File: config.mk
export PLATFORM = sky130hd
export DESIGN_NAME = scaled_frame_reader
export DESIGN_NICKNAME = d
export VERILOG_FILES = /design/src/rtl/face_detect_pkg.sv /design/src/rtl/pixel_skid_buffer.sv /design/src/rtl/scaled_frame_reader.sv
export SDC_FILE = /design/constraint.sdc
export NUM_CORES = 1
export LEC_CHECK = 0
export CORE_ASPECT_RATIO = 0.9
export CORE_UTILIZATION = 40
export CTS_BUF_LIST = sky130_fd_sc_hd__clkbuf_2
export CTS_CLUSTER_SIZE = 24
export DETAILED_ROUTE_END_ITERATION = 16
export GPL_TIMING_DRIVEN = 0
export SLEW_MARGIN = 40
export SYNTH_ARGS = -nofsm -noshare
export SYNTH_HDL_FRONTEND = slang
export SYNTH_SLANG_ARGS = --single-unit
File: constraint.sdc
create_clock -name CLK -period 3.8 [get_ports CLK]
set_clock_uncertainty 0.05 [all_clocks]
set_input_delay 0.76 -clock CLK [delete_from_list [all_inputs] [get_ports CLK]]
set_output_delay 0.76 -clock CLK [all_outputs]
set_load 0.02 [all_outputs]
File: src/rtl/face_detect_pkg.sv
// face_detect_pkg
//   Shared types and grid constants for the downscaled XYZ frame path that
//   feeds the face-detection window classifier.
//   Contents:
//     GRID_W / GRID_H / GRID_CELLS  scaled grid geometry
//     ADDR_W / DATA_W / COORD_W     buffer address, component and coordinate widths
//     pixel_xyz_t                   one X/Y/Z sample
//     grid_coord_t                  column/row of a cell
//     pixel_beat_t                  sample + coordinate + frame markers
//     reader_state_e                frame reader FSM states
package face_detect_pkg;

  localparam int GRID_W     = 20;
  localparam int GRID_H     = 20;
  localparam int GRID_CELLS = GRID_W * GRID_H;
  localparam int ADDR_W     = 9;
  localparam int DATA_W     = 8;
  localparam int COORD_W    = 5;

  typedef struct packed {
    logic [DATA_W-1:0] x;
    logic [DATA_W-1:0] y;
    logic [DATA_W-1:0] z;
  } pixel_xyz_t;

  typedef struct packed {
    logic [COORD_W-1:0] col;
    logic [COORD_W-1:0] row;
  } grid_coord_t;

  typedef struct packed {
    pixel_xyz_t  pix;
    grid_coord_t coord;
    logic        sof;
    logic        eol;
    logic        eof;
  } pixel_beat_t;

  typedef enum logic [1:0] {
    IDLE,
    STREAM,
    DRAIN
  } reader_state_e;

endpackage

File: src/rtl/pixel_skid_buffer.sv
// pixel_skid_buffer
//   Two-entry FIFO of pixel beats sitting between the 1-cycle-latency buffer
//   read and the valid/ready pixel output. Two entries let the reader keep one
//   read in flight while the head is stalled, giving full throughput without
//   ever dropping a returned sample.
//   Ports:
//     clk, rst  clock and asynchronous active-high reset
//     push      write din this cycle (caller guarantees space)
//     pop       drop head this cycle (caller guarantees valid)
//     din       incoming beat
//     head      oldest stored beat
//     valid     head holds a beat
//     count     occupancy 0..2
module pixel_skid_buffer
  import face_detect_pkg::*;
(
  input  logic        clk,
  input  logic        rst,
  input  logic        push,
  input  logic        pop,
  input  pixel_beat_t din,
  output pixel_beat_t head,
  output logic        valid,
  output logic [1:0]  count
);

  pixel_beat_t mem [2];
  logic        wr_ptr;
  logic        rd_ptr;

  // Storage, pointers and occupancy; push and pop may coincide.
  always_ff @(posedge clk or posedge rst) begin
    if (rst) begin
      mem[0] <= '0;
      mem[1] <= '0;
      wr_ptr <= 1'b0;
      rd_ptr <= 1'b0;
      count  <= 2'd0;
    end else begin
      if (push) begin
        mem[wr_ptr] <= din;
        wr_ptr      <= ~wr_ptr;
      end
      if (pop) begin
        rd_ptr <= ~rd_ptr;
      end
      count <= count + {1'b0, push} - {1'b0, pop};
    end
  end

  assign head  = mem[rd_ptr];
  assign valid = (count != 2'd0);

endmodule

File: src/rtl/scaled_frame_reader.sv
// scaled_frame_reader
//   Read-side master for the downscaled XYZ frame buffer. A START pulse sweeps
//   the buffer read port over all GRID_W x GRID_H cells in raster order and
//   streams one pixel per valid/ready beat with row/col and SOF/EOL/EOF markers.
//   Optional feature macro: SCALED_READER_STATS_EN adds Y_SUM / STATS_VALID.
//   Ports:
//     CLK, RESET            clock, asynchronous active-high reset
//     START                 frame-complete pulse from the scaler
//     RD_EN, RD_ADDR        buffer read port (address = row*GRID_W+col)
//     X_IN, Y_IN, Z_IN      buffer data for RD_ADDR, sampled one edge later
//     PIX_VALID, PIX_READY  output handshake
//     PIX_X/Y/Z             pixel components
//     PIX_COL, PIX_ROW      cell coordinate of the beat
//     PIX_SOF/EOL/EOF       first cell / last column / last cell markers
//     BUSY                  frame in progress
//     OVERRUN               sticky: START seen while busy
//     Y_SUM, STATS_VALID    (stats build only) Y sum of the frame, done pulse
module scaled_frame_reader
  import face_detect_pkg::*;
(
  input  logic              CLK,
  input  logic              RESET,
  input  logic              START,
  output logic              RD_EN,
  output logic [ADDR_W-1:0] RD_ADDR,
  input  logic [DATA_W-1:0] X_IN,
  input  logic [DATA_W-1:0] Y_IN,
  input  logic [DATA_W-1:0] Z_IN,
  output logic              PIX_VALID,
  input  logic              PIX_READY,
  output logic [DATA_W-1:0] PIX_X,
  output logic [DATA_W-1:0] PIX_Y,
  output logic [DATA_W-1:0] PIX_Z,
  output logic [4:0]        PIX_COL,
  output logic [4:0]        PIX_ROW,
  output logic              PIX_SOF,
  output logic              PIX_EOL,
  output logic              PIX_EOF,
  output logic              BUSY,
  output logic              OVERRUN
`ifdef SCALED_READER_STATS_EN
  ,
  output logic [16:0]       Y_SUM,
  output logic              STATS_VALID
`endif
);

  localparam logic [ADDR_W-1:0]  PENULT_ADDR = ADDR_W'(GRID_CELLS - 2);
  localparam logic [COORD_W-1:0] LAST_COL    = COORD_W'(GRID_W - 1);
  localparam logic [COORD_W-1:0] LAST_ROW    = COORD_W'(GRID_H - 1);

  reader_state_e      state;
  logic [COORD_W-1:0] iss_col;
  logic [COORD_W-1:0] iss_row;
  pixel_beat_t        push_beat;
  pixel_beat_t        head;
  logic [1:0]         occ;
  logic [1:0]         occ_next;
  logic               pop;
  logic               issue_ok;

  // The returning read carries the coordinate registered alongside RD_ADDR,
  // since both describe the read that is in flight this cycle.
  always_comb begin
    push_beat           = '0;
    push_beat.pix.x     = X_IN;
    push_beat.pix.y     = Y_IN;
    push_beat.pix.z     = Z_IN;
    push_beat.coord.col = iss_col;
    push_beat.coord.row = iss_row;
    push_beat.sof       = (RD_ADDR == '0);
    push_beat.eol       = (iss_col == LAST_COL);
    push_beat.eof       = (iss_col == LAST_COL) && (iss_row == LAST_ROW);
  end

  // Occupancy after this edge; a new read may only be issued if the skid
  // will still have a free slot for it when its data returns.
  assign pop      = PIX_VALID & PIX_READY;
  assign occ_next = occ + {1'b0, RD_EN} - {1'b0, pop};
  assign issue_ok = (occ_next < 2'd2);

  pixel_skid_buffer u_skid (
    .clk   (CLK),
    .rst   (RESET),
    .push  (RD_EN),
    .pop   (pop),
    .din   (push_beat),
    .head  (head),
    .valid (PIX_VALID),
    .count (occ)
  );

  assign PIX_X   = head.pix.x;
  assign PIX_Y   = head.pix.y;
  assign PIX_Z   = head.pix.z;
  assign PIX_COL = head.coord.col;
  assign PIX_ROW = head.coord.row;
  assign PIX_SOF = head.sof;
  assign PIX_EOL = head.eol;
  assign PIX_EOF = head.eof;

  // Frame sequencer. RD_ADDR always holds the most recently issued address,
  // so every later issue is simply RD_ADDR+1 with the coordinate stepping in
  // raster order. DRAIN waits for the skid to empty before going idle.
  always_ff @(posedge CLK or posedge RESET) begin
    if (RESET) begin
      state   <= IDLE;
      RD_EN   <= 1'b0;
      RD_ADDR <= '0;
      iss_col <= '0;
      iss_row <= '0;
      BUSY    <= 1'b0;
      OVERRUN <= 1'b0;
    end else begin
      if (START && (state != IDLE)) begin
        OVERRUN <= 1'b1;
      end
      case (state)
        IDLE: begin
          RD_EN <= 1'b0;
          if (START) begin
            state   <= STREAM;
            RD_EN   <= 1'b1;
            RD_ADDR <= '0;
            iss_col <= '0;
            iss_row <= '0;
            BUSY    <= 1'b1;
          end
        end
        STREAM: begin
          if (issue_ok) begin
            RD_EN   <= 1'b1;
            RD_ADDR <= RD_ADDR + 1'b1;
            if (iss_col == LAST_COL) begin
              iss_col <= '0;
              iss_row <= iss_row + 1'b1;
            end else begin
              iss_col <= iss_col + 1'b1;
            end
            if (RD_ADDR == PENULT_ADDR) begin
              state <= DRAIN;
            end
          end else begin
            RD_EN <= 1'b0;
          end
        end
        DRAIN: begin
          RD_EN <= 1'b0;
          if (occ_next == 2'd0) begin
            state <= IDLE;
            BUSY  <= 1'b0;
          end
        end
        default: begin
          state <= IDLE;
          RD_EN <= 1'b0;
          BUSY  <= 1'b0;
        end
      endcase
    end
  end

`ifdef SCALED_READER_STATS_EN
  // Frame Y statistics: cleared when a START is accepted, accumulated on each
  // accepted beat, announced the cycle after the EOF beat leaves.
  always_ff @(posedge CLK or posedge RESET) begin
    if (RESET) begin
      Y_SUM       <= '0;
      STATS_VALID <= 1'b0;
    end else begin
      STATS_VALID <= pop & head.eof;
      if ((state == IDLE) && START) begin
        Y_SUM <= '0;
      end else if (pop) begin
        Y_SUM <= Y_SUM + 17'(head.pix.y);
      end
    end
  end
`endif

endmodule

* Yosys cells after proc, flatten, opt, wreduce, memory -nomap -nowiden *
Cells that the tools add are included.

word-level totals
  flip-flop bits (word level) = 102

cells by class
  magnitude comparators = 4
  reduce and logical (&&, ||, !) cells = 13
  equality and inequality tests = 10
  bitwise gates (word level) = 6
  muxes and demuxes = 27
  add/sub/neg operators = 5

operator list
  operator               count
  $mux W37               4
  $bwmux W74             1
  $demux W37 S1          1
  $mux W5                5
  $pmux W5 S2            2
  $mux W9                2
  $pmux W9 S2            1
  $add A5 B1 Y5 const B  2
  $eq A5 B5 Y1 const B   2
  $add A9 B1 Y9 const B  1
  $eq A9 B9 Y1 const B   1
  $logic_not A9 Y1       1
  $mux W2                4
  $ne A2 B2 Y1 const B   4
  $reduce_and A4 Y1      2
  $pmux W2 S3            1
  $reduce_and A3 Y1      2
  $reduce_bool A2 Y1     3
  $ge A2 B2 Y1 const B   2
  $logic_not A2 Y1       2
  $mux W1                4
  $not A1 Y2             2
  $logic_and A1 B1 Y1    3
  $not A1 Y1             3
  other kinds (10)       10

* Longest topological paths before layout *
Gate-level depths: netlist of the first run.

  depth in word-level cells = 6
  mapped depth = 10
  depth with buffers taken out = 10

* Cells and area by module *
Synthesis of the first run repeated with hierarchy kept, for this count alone.

second synthesis, totals
  cells, all modules = 356
  area, all modules = 4922.2 um^2

modules (own cells, without submodules)
  module               area an instance (um^2)  instances  cells each
  pixel_skid_buffer    3537.1                   1          212
  scaled_frame_reader  1385.1                   1          144

* Worst setup path before layout of the first run *
No wires, ideal clock.

  path kind = reg2reg
  start = register u_skid.count[1]
  end = register state[0]
  library setup time = 0.119 ns
  path slack = 1.240 ns
  arrival = 2.391 ns
  clock period less this slack = 2.560 ns
  cell stages (with the launch flop) = 10
  path buffers = 0
  required time = 3.631 ns
  cells stage by stage = dfrtp_1 -> or2_2 -> and2_1 -> ha_1 -> inv_1 -> ha_1 -> xnor3_2 -> inv_2 -> or4_4 -> and2_1

between the ends
  word-level cells in the longest chain between the ends = 6

RTL lines
  what                                              RTL line                                               RTL
  start, declared                                   pixel_skid_buffer.sv:24                                output logic [1:0] count
  start signal, assigned                            pixel_skid_buffer.sv:47                                count <= count + {1'b0, push} - {1'b0, pop};
  $reduce_bool A2 Y1 (*)                            pixel_skid_buffer.sv:52                                assign valid = (count != 2'd0);
  via PIX_VALID                                     scaled_frame_reader.sv:29                              output logic PIX_VALID,
  $and A1 B1 Y1 (*)                                 scaled_frame_reader.sv:78                              assign pop = PIX_VALID & PIX_READY;
  via pop                                           scaled_frame_reader.sv:59                              logic pop;
  $sub A2 B1 Y2 (*)                                 scaled_frame_reader.sv:79                              assign occ_next = occ + {1'b0, RD_EN} - {1'b0, pop};
  via occ_next[1]                                   scaled_frame_reader.sv:58                              logic [1:0] occ_next;
  $lt A2 B2 Y1 or $logic_not A2 Y1 (tied branches)  scaled_frame_reader.sv:80, scaled_frame_reader.sv:149
  $ne A2 B2 Y1 (no line)                            n/a
  $reduce_and A4 Y1 (no line) (*)                   n/a
  end signal, assigned                              scaled_frame_reader.sv:107                             state <= IDLE;
  end signal, assigned                              scaled_frame_reader.sv:122                             state <= STREAM;
  end signal, assigned                              scaled_frame_reader.sv:141                             state <= DRAIN;
  end, declared                                     scaled_frame_reader.sv:52                              reader_state_e state;

Mark *: on every way through the listed nets, which the timed path passes. The rest lies on a longest branch.
A chain may end at the register's enable or synchronous reset.

* Final worst setup path of the first run *
  start = register u_skid.rd_ptr
  end = output port PIX_Z[1]

between the ends
  word-level cells in the longest chain between the ends = 4

RTL lines
  what                                          RTL line                   RTL
  start, declared                               pixel_skid_buffer.sv:29    logic rd_ptr;
  start signal, assigned                        pixel_skid_buffer.sv:45    rd_ptr <= ~rd_ptr;
  $not A1 Y2 (implied by the code)              pixel_skid_buffer.sv:51    assign head = mem[rd_ptr];
  $mux W37 (implied by the code) (3 in series)  pixel_skid_buffer.sv:51
  end, declared                                 scaled_frame_reader.sv:33  output logic [DATA_W-1:0] PIX_Z,

No other way between the ends. The select of a mux whose other input is x is not followed.

==> results of run 1 <==
## worst max-delay path, cell delays in order (launching register included)
cell and delay (ps):
dfrtp_1 400, clkbuf_1 490, buf_2 390, mux2_2 380
clkdlybuf4s50_1 560
## power groups by stage
| stage | registers (mW) | logic (mW) | clock network (mW) |
|---|---|---|---|
| after floorplan | 1.80 | 1.75 | 0 |
| after global placement | 1.82 | 2.70 | 0 |
| after detailed placement | 1.84 | 2.75 | 0 |
| after CTS | 1.82 | 2.76 | 0.544 |
| after global routing | 1.88 | 2.97 | 0.582 |
| final | 1.81 | 2.71 | 0.523 |
## cells in the final DEF (no fill, tap or decap), types with 2 or more instances in the layout
master,n
inv_1,10
o21ai_0,20
clkbuf_2,11
buf_1,3
o211ai_1,2
and2_1,2
a21oi_1,4
clkinv_2,2
nand3_1,9
or3_1,8
a211oi_1,2
nand2_1,121
nand2b_1,3
dfrtp_1,102
xor2_1,3
o31ai_1,3
clkdlybuf4s50_1,77
nor2_1,6
nand4_1,4
ha_1,7
buf_2,3
mux2_2,70
xnor2_1,2
clkbuf_1,12
inv_6,2
## routing by layer
metal / wire (um) / vias up
met4: 107 / 0
li1: - / 1606
met1: 4840 / 1602
met2: 4630 / 70
met3: 475 / 10
met5: 0 / -
## final timing paths
check,depth (start not counted),slack [ps],end,from
setup / recovery,4,220,PIX_Z[1],u_skid.rd_ptr
hold / removal,2,460,u_skid.mem[61],u_skid.mem[61]
setup reg to reg,9,1090,state[0],u_skid.count[1]
hold reg to reg,2,460,u_skid.mem[61],u_skid.mem[61]
max in group asynchronous,3,2610,u_skid.mem[19],RESET
min in group asynchronous,2,510,u_skid.mem[34],RESET
## sequential cells by signal (all words and copies together), names as in the netlist
register and count:
u_skid.count 2, u_skid.wr_ptr 1, OVERRUN 1, RD_ADDR 9
iss_row 5, RD_EN 1, u_skid.mem 74, iss_col 5
state 2, BUSY 1, u_skid.rd_ptr 1
## repair_timing
item | CTS | global route
endpoints found under the setup margin | 20 | 0
resized for setup | 2 | 0
hold buffers | 0 | 0
## layout make-up
cell class / instances / share of cell area
flip-flops and latches: 102 / 0.445
multi-input cells: 290 / 0.339
repair buffers: 78 / 0.139
well taps: 152 / 0.0332
plain buffers: 19 / 0.0144
clock inverters: 5 / 0.0100
clock buffers: 11 / 0.00961
inverters: 12 / 0.00917
## through the flow
step | TNS, ps | std cells | setup WS (ps)
2_1_floorplan | 0 | 423 | 315
3_3_place_gp | -126930 | 652 | -1250
3_5_place_dp | 0 | 653 | 590
4_1_cts | 0 | 669 | 110
5_1_grt | 0 | 669 | 31.5
6_report | 0 | 669 | 220
## cells by family after synthesis
group	count (synthesis)	synth area share
and+or+nand+nor	167	0.163
adders and majority gates	7	0.0190
buffers and inverters	31	0.0271
DFF	102	0.553
muxes	71	0.173
xor gates and xnor gates	6	0.0146
AOI/OAI and AO/OA	39	0.0512
==> out/metrics.cfg, run 1 <==
[logic_synthesis]
synth.largest_area_cell=dfrtp_1
netlist_top_cells_area=dfrtp_1, mux2_2, nand2_1, o21ai_0, ha_1
synth_commonest_cells=nand2_1, dfrtp_1, mux2_2, o21ai_0, clkbuf_1
yosysUniqueCellTypes=47
syn_area_per_cell_um2=10.9
synthArstFlopShare=1.00
syn_inst=423
synth-seq-area-share=0.553
synthFlopType=dfrtp_1
yosysMostFrequentCell=nand2_1
synth_top_area_share=0.553
synthesis.nets=458
synthesis.area_um2=4620
synth_edf_count=0
ys_ff_latch=102
ys_warn_count=0

[global_route]
grt.overflow.total=0
grt_pass1_wl_um=16600
grt.met3_usage=0.0402
antenna_found_initial=0
grtUsageMet2=0.282
globalRouteTotalUtil=0.179
grt_start_max_net_pins=59
grt.busiest_layer=met2
grt_pass1_vias=3274
met1_usage=0.247

[routing]
final_antenna_net_count=0
vias=3288
vias_per_cell=4.91
wirelength_um=10100
drtIter0Drc=119
wl_per_cell_um=15.0
drcViolationCount=0
firstDrtPassIters=4

[placed_design]
io_buffer_count=77
dpl.hpwl_um=6970
place_congestion=0.809
placed_area_um2=5620

[floorplanning]
die_y_um=104
die_w_um=115
core_um2=11000
die_area_um2=12000
num_io_pins=78
initial_utilization=0.419
placementRows=36

[timing]
hold_viol=0
whs_ps=461
fin_crit_sh=0.942
fmax_ghz=0.279
setup_viol=0
grt_setup_unrepaired=false
report.final.slew_viol_count=0
tightest_slew_ps=689
relSlewSlack=0.541
min_period_ps=3580

[final_layout]
antenna_cells=0
nNetsFinal=547
drive_above_1_share=0.193
layout.area.seq_um2=2550
multiInputGateArea_um2=1940
design_area_um2=5730
fillerInstances=1023
area_growth_syn_to_layout_pct=24.1
final_util=0.519

[cts]
clkTransAtPathRegs_ps=270
tritoncts=done
clock_latency_ps=550
cts_buffer_depth=2
clock_sinks=102
root_buffer=clkbuf_2
cts_setup_buffers=0
htreeDepth=3
numCtsBuffers=9

[setup_path]
critPathCaptureType=output pin
start_kind=register
path_class=reg -> out
worstPathMaxFanout=10
required_ps=2990
arrival_ps=2770

[power]
worst_ir_drop_vdd_mv=0.591
p_seq_frac=0.359
p_comb_frac=0.537
clockPowerShare=0.104
p_int_mw=3.00
total_power_mw=5.05
power_switching_mw=2.05
p_sw_frac=0.406
power.leakage_nw=2.59
powerDensity_nw_per_um2=881

[status]
status=complete, no violations

[worst_hold_path]
min-delay-path-class=reg -> reg

[job]
cap_violations=0

No activity file was read; power rests on OpenSTA's default activity.
==> run 2: changes to the inputs <==
- CTS_CLUSTER_SIZE: 24 -> 12
==> results of run 2 <==
Final layout, timing and power as in run 1 (identical DEF).
